## config.mk

```make
export PLATFORM = sky130hd
export DESIGN_NAME = ngs_boot_gpio_arbiter
export DESIGN_NICKNAME = d
export VERILOG_FILES = /design/src/rtl/ngs_boot_gpio_arbiter.sv
export SDC_FILE = /design/constraint.sdc
export NUM_CORES = 1
export LEC_CHECK = 0
export BUFFER_PORTS_ARGS = -buffer_cell sky130_fd_sc_hd__clkbuf_2
export CORE_ASPECT_RATIO = 1.1
export CORE_MARGIN = 2
export CORE_UTILIZATION = 42
export DETAILED_ROUTE_END_ITERATION = 10
export GPL_TIMING_DRIVEN = 0
export MAX_ROUTING_LAYER = met4
export PLACE_DENSITY = 0.84
export SYNTH_ARGS = -nofsm -noshare
export SYNTH_HDL_FRONTEND = slang
export SYNTH_SLANG_ARGS = --single-unit
```

## constraint.sdc

```tcl
create_clock -name clk -period 1.8 [get_ports clk]
set_input_delay 0.36 -clock clk [delete_from_list [all_inputs] [get_ports clk]]
set_output_delay 0.36 -clock clk [all_outputs]
set_load 0.02 [all_outputs]
```

## src/rtl/ngs_boot_gpio_arbiter.sv

```systemverilog
// rtl/ngs_boot_gpio_arbiter.sv - two-requester round-robin arbiter in front of a single GPIO register port
module ngs_boot_gpio_arbiter #(
    parameter int ADDR_W = 3,
    parameter int DATA_W = 32
) (
    input  logic              clk,
    input  logic              reset_n,
    input  logic [ADDR_W-1:0] m0_address,
    input  logic              m0_read,
    input  logic              m0_write,
    input  logic [DATA_W-1:0] m0_writedata,
    output logic              m0_waitrequest,
    output logic [DATA_W-1:0] m0_readdata,
    output logic              m0_readdatavalid,
    input  logic [ADDR_W-1:0] m1_address,
    input  logic              m1_read,
    input  logic              m1_write,
    input  logic [DATA_W-1:0] m1_writedata,
    output logic              m1_waitrequest,
    output logic [DATA_W-1:0] m1_readdata,
    output logic              m1_readdatavalid,
    output logic [ADDR_W-1:0] s_address,
    output logic              s_chipselect,
    output logic              s_write_n,
    output logic [DATA_W-1:0] s_writedata,
    input  logic [DATA_W-1:0] s_readdata
);

    typedef enum logic [1:0] {IDLE, ISSUE, RESP} state_t;

    state_t              r_state;
    logic                r_grant;
    logic                r_last;
    logic                r_wait0;
    logic                r_wait1;
    logic [DATA_W-1:0]   r_rdata0;
    logic [DATA_W-1:0]   r_rdata1;
    logic                r_rdv0;
    logic                r_rdv1;

    logic                w_req0;
    logic                w_req1;
    logic                w_pick;
    logic                w_issue;
    logic                w_g_write;
    logic [ADDR_W-1:0]   w_g_address;
    logic [DATA_W-1:0]   w_g_writedata;

    assign w_req0 = m0_read | m0_write;
    assign w_req1 = m1_read | m1_write;
    // On a tie the requester not served last wins; otherwise whoever is pending.
    assign w_pick = (w_req0 && w_req1) ? ~r_last : w_req1;

    // The GPIO side follows the owner's live signals during ISSUE.
    assign w_issue       = (r_state == ISSUE);
    assign w_g_write     = r_grant ? m1_write     : m0_write;
    assign w_g_address   = r_grant ? m1_address   : m0_address;
    assign w_g_writedata = r_grant ? m1_writedata : m0_writedata;

    assign s_chipselect = w_issue;
    assign s_write_n    = ~(w_issue & w_g_write);
    assign s_address    = w_issue ? w_g_address   : '0;
    assign s_writedata  = w_issue ? w_g_writedata : '0;

    assign m0_waitrequest   = r_wait0;
    assign m1_waitrequest   = r_wait1;
    assign m0_readdata      = r_rdata0;
    assign m1_readdata      = r_rdata1;
    assign m0_readdatavalid = r_rdv0;
    assign m1_readdatavalid = r_rdv1;

    always_ff @(posedge clk or negedge reset_n) begin
        if (!reset_n) begin
            r_state  <= IDLE;
            r_grant  <= 1'b0;
            r_last   <= 1'b1;
            r_wait0  <= 1'b1;
            r_wait1  <= 1'b1;
            r_rdata0 <= '0;
            r_rdata1 <= '0;
            r_rdv0   <= 1'b0;
            r_rdv1   <= 1'b0;
        end else begin
            r_rdv0 <= 1'b0;
            r_rdv1 <= 1'b0;
            case (r_state)
                IDLE: begin
                    if (w_req0 || w_req1) begin
                        r_grant <= w_pick;
                        r_wait0 <= w_pick;
                        r_wait1 <= ~w_pick;
                        r_state <= ISSUE;
                    end
                end
                ISSUE: begin
                    r_last  <= r_grant;
                    r_wait0 <= 1'b1;
                    r_wait1 <= 1'b1;
                    // A simultaneous read+write is treated as a plain write.
                    r_state <= w_g_write ? IDLE : RESP;
                end
                RESP: begin
                    if (r_grant) begin
                        r_rdata1 <= s_readdata;
                        r_rdv1   <= 1'b1;
                    end else begin
                        r_rdata0 <= s_readdata;
                        r_rdv0   <= 1'b1;
                    end
                    r_state <= IDLE;
                end
                default: r_state <= IDLE;
            endcase
        end
    end

endmodule

```

==> impl_metrics.py <==
metrics = {
    "yosys": {
        "post_synth_simple_gate_area_pct": 7.03,
        "post_synth_fa_ha_maj_area_fraction_pct": 0,
        "synth_top_cells_by_area": "sky130_fd_sc_hd__dfrtp_1 53%, sky130_fd_sc_hd__mux2_2 22%, sky130_fd_sc_hd__mux2i_1 11%",
        "main_combinational_cell_family_by_area_after_synthesis": "multiplexers",
        "synthesis.nets": 355,
        "synth_largest_area_cell": "sky130_fd_sc_hd__dfrtp_1",
        "post_synthesis_area_per_instance_um2": 13.3,
        "netlist_area_um2": 3280,
        "yosysWarningCount": 0,
        "synth_compound_gate_area_share_pct": 1.30,
        "syn_inst": 247,
        "post_synth_mux_area_share_pct": 33.0,
        "seq_area_frac_synth_pct": 55.1,
        "synth.lib_cells_used.distinct": 24,
        "post_synth_xor_area_fraction_pct": 0,
        "ys_seq_elements": 72,
        "synth_top_area_share_pct": 52.7,
    },
    "outcome": {
        "failing_checks": "negative setup slack",
        "run_status": "complete, but fails checks",
    },
    "final_layout": {
        "instances_no_fill": 590,
        "area_growth_syn_to_layout_pct": 59.1,
        "layout.cells.most_common_list": "176 x sky130_fd_sc_hd__clkbuf_2, 66 x sky130_fd_sc_hd__dfrtp_1, 63 x sky130_fd_sc_hd__mux2_2",
        "nNetsFinal": 588,
        "layout_commonest_cell": "sky130_fd_sc_hd__clkbuf_2",
        "drive_gt1_share_pct": 71.5,
        "n_antenna_cell": 0,
        "postLayoutCoreUtil_pct": 69.4,
        "final.fill_count": 549,
    },
    "die": {
        "overall_die_area_um2": 8520,
        "floorplan.die.height_um": 96.6,
        "fp.dieW_um": 88.2,
        "io-pin-count": 213,
        "row_count": 33,
        "design.core.area_um2": 7510,
        "floorplan.initialDensity_pct": 43.6,
    },
    "critical_path": {
        "critical_path_peak_fanout": 7,
        "cp-end-kind": "primary output",
        "timing.setup.critical_path_class": "reg2out",
        "r2r_start": "r_grant$_DFFE_PN0P_",
        "timing.critical_path.from_type": "flip-flop",
        "critPathRequiredTime_ns": 1.44,
        "critPathLaunch": "r_grant$_DFFE_PN0P_",
        "arrival_ns": 1.52,
    },
    "route": {
        "wl_mm": 10.0,
        "via_count": 2894,
        "detail_route.iter0.violations": 52,
        "first_pass_iters": 4,
        "drt.antenna.violating_nets": 0,
        "vias_per_cell": 4.91,
        "drc": 0,
        "detailed_route_wire_length_per_cell_um": 17.0,
    },
    "placed_design": {
        "io_buffer_count": 212,
        "dpl.cell_count": 565,
        "place.detailed.hpwl_mm": 7.60,
        "globalplace.congestion": 0.770,
    },
    "timing": {
        "clock.fmax_ghz": 0.532,
        "whs_ns": 0.258,
        "period_share_pct": 104,
        "period_minus_slack_ns": 1.88,
        "finalHoldViolCount": 0,
        "worstMarginPinSlew_ns": 0.418,
        "post-route-worst-setup-slack_ns": -0.0788,
        "max-slew-margin-rel_pct": 72.1,
        "grt_setup_unrepaired": "yes",
        "setup_violations": 26,
        "fin_skew_ns": 0.00796,
        "drv_slew": 0,
    },
    "pwr": {
        "design_power_total_mw": 10.4,
        "power_leakage_nw": 2.69,
        "pwr_density_cell_nw_per_um2": 2000,
        "peak_supply_drop_uv": 967,
    },
    "clocking": {
        "worst_skew_pair.late_latency_ns": 0.34,
        "clock_sinks": 72,
        "clk_path_buf_depth": 2,
        "cts.clk_slew.worst_paths_ns": 0.08,
        "cts-root-buf": "sky130_fd_sc_hd__clkbuf_8",
        "cts_buffers": 9,
        "tritoncts": "done",
        "cts_htree_levels": 3,
    },
    "hold_path": {
        "worst_hold_startpoint": "s_readdata[16]",
        "min-delay-path-class": "in2reg",
    },
    "global_routing": {
        "globalRouteTotalUtil_pct": 23.2,
        "grt_pass1_vias": 2961,
        "grt_first_pass_wirelength_mm": 14.7,
        "gr-total-overflow": 0,
        "antenna_found_initial": 0,
        "grt_max_degree": 55,
    },
    "flow_run": {
        "drv_cap": 0,
    },
}
## flip-flops by register name, indices dropped and copies added, names as in the netlist
register          flops
m0_readdata          32
m1_readdata          32
r_state               2
m0_readdatavalid      1
m0_waitrequest        1
m1_readdatavalid      1
m1_waitrequest        1
r_grant               1
r_last                1
## cells in the mapped netlist
cell and count:
sky130_fd_sc_hd__or2b_1 1, sky130_fd_sc_hd__buf_6 3, sky130_fd_sc_hd__nor3b_4 1, sky130_fd_sc_hd__mux2_1 1, sky130_fd_sc_hd__and3_1 1, sky130_fd_sc_hd__buf_4 6, sky130_fd_sc_hd__dfrtp_1 69, sky130_fd_sc_hd__mux2_2 64
sky130_fd_sc_hd__buf_2 5, sky130_fd_sc_hd__nand2_1 5, sky130_fd_sc_hd__o41ai_1 1, sky130_fd_sc_hd__dfstp_2 3, sky130_fd_sc_hd__mux2i_1 35, sky130_fd_sc_hd__nor3_1 1, sky130_fd_sc_hd__o21a_1 1, sky130_fd_sc_hd__nor2_1 40
sky130_fd_sc_hd__clkbuf_1 1, sky130_fd_sc_hd__nand2b_1 2, sky130_fd_sc_hd__a21oi_1 1, sky130_fd_sc_hd__o221ai_1 1, sky130_fd_sc_hd__a21boi_0 1, sky130_fd_sc_hd__o21ai_0 1, sky130_fd_sc_hd__nand3b_2 1, sky130_fd_sc_hd__inv_1 2
## kinds of logic after synthesis
family / Yosys count
DFF: 72
AOI/OAI and AO/OA: 6
muxes: 100
and+or+nand+nor: 52
buffers and inverters: 17
## final cells by class
type,instances,area (um^2),area share (%)
timing repair buffer,223,1370,26.3
sequential,72,1810,34.7
inverter,2,7.51,0.144
buffer,14,183,3.50
clock buffer,9,124,2.38
multi-input combinational,158,1480,28.4
clock inverter,7,104,1.99
tap,105,131,2.52
## per-layer routing
metal | global-route usage, % | wire [um] | vias to the layer above
li1 | - | - | 1327
met1 | 23.1 | 3390 | 1371
met2 | 39.6 | 5090 | 170
met3 | 9.73 | 1150 | 26
met4 | 8.86 | 377 | 0
met5 | - | 0 | -
## final timing paths
| path | endpoint | cells after the start | slack (ns) |
|---|---|---|---|
| worst max-delay path | s_writedata[28] | 5 | -0.08 |
| worst min-delay path | m0_readdata[16]$_DFFE_PN0P_ | 2 | 0.26 |
| worst max register to register | m0_readdata[27]$_DFFE_PN0P_ | 4 | 0.12 |
| worst min register to register | r_last$_DFFE_PN1N_ | 2 | 0.50 |
| max in group asynchronous | m0_waitrequest$_DFFE_PN1P_ | 3 | 0.72 |
| min in group asynchronous | m0_readdata[15]$_DFFE_PN0P_ | 2 | 0.47 |
## worst max-delay path, cell delays in order, from the launching register on
cell and delay, ns:
sky130_fd_sc_hd__dfrtp_2 0.44, sky130_fd_sc_hd__buf_12 0.16, sky130_fd_sc_hd__clkbuf_16 0.15, sky130_fd_sc_hd__mux2i_1 0.22, sky130_fd_sc_hd__nor2_2 0.08, sky130_fd_sc_hd__buf_6 0.13
## metrics by stage
step                setup TNS [ns]  setup slack [ns]  instance area, um^2
detailed placement         -0.0252           -0.0252                 4500
CTS                          -2.58            -0.139                 5010
floorplan                        0             0.192                 3280
global route                 -3.12            -0.167                 5210
finish                      -0.840           -0.0788                 5210
global placement             -8.15            -0.121                 4470
## power by group
group          internal (mW)  total, mW  leakage, nW  switching [mW]
clock                  0.796       1.44        0.108           0.639
sequential              2.45       2.90        0.853           0.445
combinational           2.82       6.08         1.73            3.27
## what timing repair did
item,4_1_cts,5_1_grt
hold buffers,1,0
endpoints found under the setup margin,37,36
cloned,1,2
resized for setup,68,70
pin swaps,3,7
buffers inserted,4,2
endpoints found under the hold margin,18,0
No activity file was read; power rests on OpenSTA's default activity.
